File: config.mk
export PLATFORM = sky130hd
export DESIGN_NAME = bcd_para_binario
export DESIGN_NICKNAME = d
export VERILOG_FILES = /design/src/rtl/bcd_para_binario.sv
export SDC_FILE = /design/constraint.sdc
export NUM_CORES = 1
export LEC_CHECK = 0
export BUFFER_PORTS_ARGS = -buffer_cell sky130_fd_sc_hd__buf_2
export CELL_PAD_IN_SITES_DETAIL_PLACEMENT = 0
export CELL_PAD_IN_SITES_GLOBAL_PLACEMENT = 1
export CORE_MARGIN = 2
export CORE_UTILIZATION = 30
export DETAILED_ROUTE_END_ITERATION = 12
export PLACE_DENSITY_LB_ADDON = 0.1
export SLEW_MARGIN = 20
export SYNTH_ARGS = -nofsm -noshare
export SYNTH_HDL_FRONTEND = slang
export SYNTH_SLANG_ARGS = --single-unit
File: constraint.sdc
create_clock -name clock -period 3.5 [get_ports clock]
set_clock_uncertainty 0.1 [all_clocks]
set_input_delay 0.35 -clock clock [delete_from_list [all_inputs] [get_ports clock]]
set_output_delay 0.35 -clock clock [all_outputs]
set_load 0.01 [all_outputs]
File: src/rtl/bcd_para_binario.sv
`default_nettype none
// ============================================================================
//  Module   : bcd_para_binario
//  Purpose  : Sequential five-digit BCD to 16-bit binary converter. It uses
//             the reverse double-dabble algorithm, with one shift/correct
//             step per clock. A conversion lasts 17 CONVERTE cycles, then
//             one FIM cycle.
//  Revision : 1.0 - initial release
// ----------------------------------------------------------------------------
//  Ports
//    clock          in   1   rising-edge clock for all state
//    reset          in   1   asynchronous, active-high reset
//    iniciar        in   1   start request (honoured only when idle)
//    dezenaMilhar   in   4   BCD digit x10000
//    unidadeMilhar  in   4   BCD digit x1000
//    centena        in   4   BCD digit x100
//    dezena         in   4   BCD digit x10
//    unidade        in   4   BCD digit x1
//    binario        out  16  registered result, held until the next FIM
//    pronto         out  1   single-cycle pulse while binario is fresh
//    ocupado        out  1   high during CONVERTE and FIM
//    erro           out  1   registered error flag, updated with pronto
// ----------------------------------------------------------------------------
//  Build option
//    BCD_PARA_BINARIO_VALIDACAO_EN : when defined, digits above 9 report
//      erro=1 with binario=0. Results above 65535 report erro=1 with
//      binario=16'hFFFF. A digit error has priority over overflow.
//      When undefined, erro is tied to 0 and binario wraps modulo 65536.
// ============================================================================
module bcd_para_binario (
    input  logic        clock,
    input  logic        reset,
    input  logic        iniciar,
    input  logic [3:0]  dezenaMilhar,
    input  logic [3:0]  unidadeMilhar,
    input  logic [3:0]  centena,
    input  logic [3:0]  dezena,
    input  logic [3:0]  unidade,
    output logic [15:0] binario,
    output logic        pronto,
    output logic        ocupado,
    output logic        erro
);

    // 99999 needs 17 bits, so 17 shift steps drain the BCD register
    // completely. The counter reads 16 during the last step.
    localparam logic [4:0] c_ULTIMO_PASSO = 5'd16;

    typedef enum logic [1:0] {
        OCIOSO   = 2'd0,
        CONVERTE = 2'd1,
        FIM      = 2'd2
    } estado_t;

    estado_t     r_estado;
    estado_t     w_prox_estado;

    logic [19:0] r_bcd;
    logic [16:0] r_acc;
    logic [4:0]  r_contador;
    logic [15:0] r_binario;

    logic        w_inicio;
    logic        w_ultimo;
    logic [36:0] w_desloc;
    logic [19:0] w_bcd_prox;
    logic [16:0] w_acc_prox;

    // After a right shift, a nibble whose MSB is set has received a bit
    // worth 10/2 = 5 from the digit above it. That bit is encoded as 8, so
    // subtracting 3 restores a valid decimal weight.
    function automatic logic [19:0] corrige_digitos(input logic [19:0] v);
        logic [19:0] res;
        res = v;
        for (int i = 0; i < 5; i++) begin
            if (v[4*i+3]) begin
                res[4*i +: 4] = v[4*i +: 4] - 4'd3;
            end
        end
        return res;
    endfunction

    // ------------------------------------------------------------------
    // One reverse double-dabble step. The BCD register and the accumulator
    // form a single 37-bit shifter. Its bit 0 falls off the end.
    // ------------------------------------------------------------------
    always_comb begin
        w_desloc   = {r_bcd, r_acc} >> 1;
        w_acc_prox = w_desloc[16:0];
        w_bcd_prox = corrige_digitos(w_desloc[36:17]);
    end

    assign w_inicio = (r_estado == OCIOSO) && iniciar;
    assign w_ultimo = (r_estado == CONVERTE) && (r_contador == c_ULTIMO_PASSO);

    // ------------------------------------------------------------------
    // FSM
    // ------------------------------------------------------------------
    always_ff @(posedge clock or posedge reset) begin
        if (reset) begin
            r_estado <= OCIOSO;
        end else begin
            r_estado <= w_prox_estado;
        end
    end

    always_comb begin
        w_prox_estado = r_estado;
        pronto        = 1'b0;
        ocupado       = 1'b0;
        case (r_estado)
            OCIOSO: begin
                if (iniciar) begin
                    w_prox_estado = CONVERTE;
                end
            end
            CONVERTE: begin
                ocupado = 1'b1;
                if (r_contador == c_ULTIMO_PASSO) begin
                    w_prox_estado = FIM;
                end
            end
            FIM: begin
                ocupado       = 1'b1;
                pronto        = 1'b1;
                w_prox_estado = OCIOSO;
            end
            default: begin
                w_prox_estado = OCIOSO;
            end
        endcase
    end

    // ------------------------------------------------------------------
    // Shift datapath
    // ------------------------------------------------------------------
    always_ff @(posedge clock or posedge reset) begin
        if (reset) begin
            r_bcd      <= 20'd0;
            r_acc      <= 17'd0;
            r_contador <= 5'd0;
        end else if (w_inicio) begin
            r_bcd      <= {dezenaMilhar, unidadeMilhar, centena, dezena, unidade};
            r_acc      <= 17'd0;
            r_contador <= 5'd0;
        end else if (r_estado == CONVERTE) begin
            r_bcd      <= w_bcd_prox;
            r_acc      <= w_acc_prox;
            r_contador <= r_contador + 5'd1;
        end
    end

    // ------------------------------------------------------------------
    // Result register. It loads from the final step's accumulator on the
    // edge that enters FIM.
    // ------------------------------------------------------------------
`ifdef BCD_PARA_BINARIO_VALIDACAO_EN
    logic r_erro;
    logic r_erro_digito;
    logic w_digito_invalido;

    assign w_digito_invalido = (dezenaMilhar  > 4'd9) || (unidadeMilhar > 4'd9) ||
                               (centena       > 4'd9) || (dezena        > 4'd9) ||
                               (unidade       > 4'd9);

    always_ff @(posedge clock or posedge reset) begin
        if (reset) begin
            r_erro_digito <= 1'b0;
        end else if (w_inicio) begin
            r_erro_digito <= w_digito_invalido;
        end
    end

    always_ff @(posedge clock or posedge reset) begin
        if (reset) begin
            r_binario <= 16'd0;
            r_erro    <= 1'b0;
        end else if (w_ultimo) begin
            if (r_erro_digito) begin
                r_binario <= 16'h0000;
                r_erro    <= 1'b1;
            end else if (w_acc_prox[16]) begin
                r_binario <= 16'hFFFF;
                r_erro    <= 1'b1;
            end else begin
                r_binario <= w_acc_prox[15:0];
                r_erro    <= 1'b0;
            end
        end
    end

    assign erro = r_erro;
`else
    always_ff @(posedge clock or posedge reset) begin
        if (reset) begin
            r_binario <= 16'd0;
        end else if (w_ultimo) begin
            r_binario <= w_acc_prox[15:0];
        end
    end

    assign erro = 1'b0;
`endif

    assign binario = r_binario;

endmodule
`default_nettype wire

==> out/metrics.sh <==
DETAIL_ROUTE.WL_PER_CELL_UM=13.8
IO-PIN-COUNT=42
CRITICAL_PATH_ORIGIN='r_estado[1]'
FLOORPLAN.CORE_AREA_UM2=9200
CRITICAL-PATH-TOP-CELL-BY-COUNT='sky130_fd_sc_hd__inv_1'
WORST_SETUP_PATH_START_KIND='flip-flop'
GP_CONGESTION=0.669
POST-CTS-SETUP-BUFFERS=0
POST-ROUTE-DRC-COUNT=0
SYNTH.YOSYS.SEQ_AREA_SHARE_PCT=52.4
CLOCK_INSERTION_DELAY_WORST_SKEW_NS=0.33
SYNTH_COMMONEST_CELLS='59 x sky130_fd_sc_hd__dfrtp_1, 28 x sky130_fd_sc_hd__mux2i_1, 25 x sky130_fd_sc_hd__nor2_1'
CLKTRANSATPATHREGS_NS=0.07
GLOBAL_ROUTE_WIRE_LENGTH_BEFORE_REPAIR_UM=9360
POWER_LEAKAGE_uW=0.00173
FINAL_INSTANCE_AREA_UM2=3320
INITIAL_CORE_UTIL_PCT=30.6
FINAL.FILL_COUNT=931
FINAL_ANTENNA_NET_COUNT=0
FINAL_CRITICAL_PATH_TIME_INCLUDING_I_O_DELAYS_AND_SETUP_NS=2.24
SLOWEST_STAGE='sky130_fd_sc_hd__ha_2'
PLACED_AREA_UM2=3110
DIE_H_UM=101
WORST_HOLD_PATH_TYPE='in -> reg'
RUN_STATUS='finished clean'
DRT-PASS1-ITER-COUNT=4
SYNTH_TOP_CELL_AREA_SHARE_PCT=52.4
FINALSETUPVIOLCOUNT=0
CTS-BUFFERS-INSERTED=9
FINAL-INSTANCE-COUNT-EXCL-FILL=400
WORST_EP_REQUIRED_TIME_NS=3.62
MULTI_INPUT_AREA_UM2=1230
IO_BUFFER_COUNT=40
FMAX_GHz=0.446
NUMBER_OF_ANTENNA_VIOLATIONS_AT_THE_FIRST_CHECK_IN_GLOBAL_ROUTING=0
FIRST_GLOBAL_VIAS=1840
HOLDCRITSTARTPOINT='unidade[1]'
POST-SYNTH-TOP-COUNT-CELL='sky130_fd_sc_hd__dfrtp_1'
SYNTH_ENABLE_FLOP_CELLS=0
FIN_SETUP_TNS_NS=0
RSZ_0062_RAISED_AFTER_GLOBAL_ROUTING='no'
POSTROUTEWIRELENGTH_UM=5520
VIA_COUNT=1836
CLOCK_PATH_BUFFERS=2
SYNTH_NETS=274
AREA_GROWTH_PCT=17.9
FP.DIEW_UM=101
SYNTH_TOP_CELL_BY_AREA='sky130_fd_sc_hd__dfrtp_1'
CRIT_FANOUT=22
INSERTEDDIODECOUNT=0
ACTUAL_TRANSITION_AT_THE_WORST_MAX_TRANSITION_PIN_NS=0.583
ROUTED_VIA_DENSITY=4.59
HPWLAFTERDP_UM=3680
MIN_PERIOD_OVER_PERIOD_PCT=64.1
CTS-ROOT-BUF='sky130_fd_sc_hd__clkbuf_8'
SYNTHARSTFLOPSHARE_PCT=100
SYNTH_AREA_PER_CELL_UM2=11.7
TRITONCTS='done'
COUNT_OF_MAXIMUM_CAPACITANCE_VIOLATIONS=0
CLOCK_SINK_COUNT=59
AREA.SEQUENTIAL_UM2=1480
WORST_SLEW_MARGIN_REL_PCT=61.1
YS.FLOP_TYPE='sky130_fd_sc_hd__dfrtp_1'
REPORT.FINAL.HOLD_VIOL_COUNT=0
PLACEMENT_ROWS=35
DP_CELLS=383
DESIGN.FINAL.NETS=317
SYN_INST=241
INITIALDRTVIOLATIONCOUNT=64
DISTINCT_CELL_TYPE_COUNT_OF_THE_SYNTHESIZED_NETLIST=28
WORST_SETUP_PATH_END_KIND='flip-flop'
CP.ARRIVAL_NS=2.36
YOSYS_REGISTER_BITS=59
SYNTH.TOP_CELLS.BY_AREA='sky130_fd_sc_hd__dfrtp_1 52%, sky130_fd_sc_hd__mux2i_1 9.9%, sky130_fd_sc_hd__mux2_4 5.3%, sky130_fd_sc_hd__ha_1 4.4%, sky130_fd_sc_hd__nor2_1 3.3%'
GR-USAGE-ALL-LAYERS_PCT=12.0
SYN-CELL-AREA_UM2=2820
SLEW_VIOLATIONS=0
SYNTH.YOSYS.WARNINGS=0
CP_SLOWEST_STAGE_DELAY_NS=0.56
H_TREE_DEPTH_REPORTED_BY_CTS=3
GRT_MAX_DEGREE=31
FIN_HOLD_WS_NS=0.115
PATH_CELLS='inv_1 -> ha_2 -> inv_1 -> o21ai_0 -> mux2_2'
GRT_REMAINING_OVERFLOW=0
IRDROPWORSTVDD_uV=203
CRITPATHKIND='reg -> reg'
POWERDENSITY_nW_PER_UM2=785
DIE-AREA_UM2=10200
WORSTREG2REGSTART='r_estado[1]'
LAYOUT_CELLS_SIZED_ABOVE_1_PCT=29.1
metal layers:
layer / vias to the layer above / part of all wire, % / track usage, %
li1: 907 / - / -
met1: 892 / 53 / 17.6
met2: 27 / 42 / 16.3
met3: 10 / 3.7 / 3.95
met4: 0 / 1.6 / 4.68
met5: - / 0 / 0
final timing paths:
| kind | to | slack (ns) | cells past startpoint |
|---|---|---|---|
| setup / recovery | r_estado[0] | 1.26 | 5 |
| setup reg to reg | r_estado[0] | 1.26 | 5 |
| hold / removal | r_bcd[1] | 0.11 | 2 |
| max in group asynchronous | binario[12] | 2.27 | 4 |
| min in group asynchronous | r_bcd[5] | 0.40 | 3 |
| hold reg to reg | binario[11] | 0.40 | 1 |
flip-flops by register name, summed over array words and instances (netlist names):
name	flops
r_estado	2
r_acc	16
r_contador	5
binario	16
r_bcd	20
critical path, delay by kind of cell (launching register included):
kind | cells | cell delay, ns
adder cells (fa/ha/maj) | 1 | 0.56
buffers and inverters | 2 | 0.46
AO/OA/AOI/OAI | 1 | 0.26
multiplexers | 1 | 0.35
flip-flops | 1 | 0.40
cell families (layout without fill, tap and decap cells):
family / count (synthesis) / count (layout) / synth area share [%]
mux: 45 / 45 / 18.1
fa+ha+maj: 10 / 10 / 4.44
buf+inv: 21 / 69 / 4.17
xor+xnor: 12 / 12 / 3.73
flops: 59 / 59 / 52.4
compound gates: 31 / 31 / 6.93
other cells: 1 / 1 / 0.133
simple gates: 62 / 62 / 10.1
stage by stage:
step	power (µW)	setup slack [ns]	utilization, %
CTS	2660	1.21	36.1
floorplan	1790	1.59	-
global route	2830	1.08	36.1
global placement	2010	1.29	33.8
detailed placement	2000	1.23	33.8
finish	2610	1.26	36.1
power breakdown:
part	total (µW)	leakage (µW)	internal, µW	switching (µW)
logic	927	0.000857	450	476
registers	1050	0.000780	879	175
clock network	626	0.0000958	332	294
cell usage in the layout (no fill, tap or decap), drive strengths merged:
master        n
o21ai        13
a211oi        4
and3          4
mux2i        28
inv           7
nor2b         4
o22ai         4
clkinvlp      2
o221ai        4
nand2        23
bufinv        1
xnor2         5
nor2         25
mux2         17
and4bb        1
xor2          7
clkinv        3
dlygate4sd3   1
a21o          4
conb          1
nand4         2
buf          46
dfrtp        59
nand2b        2
a21oi         2
and2          1
ha           10
clkbuf        9
layout make-up:
type	instances	area share [%]
clock buffer	9	3.73
multi-input combinational	161	37.0
timing repair buffer	47	7.69
inverter	6	0.678
sequential	59	44.5
tap	111	4.18
clock inverter	7	2.30
what timing repair did:
item                                    CTS  global route
hold buffers                              1             0
gates resized for setup                   0             0
endpoints found under the hold margin    11             0
endpoints found under the setup margin    0             0
(Power assumes the default switching activity.)
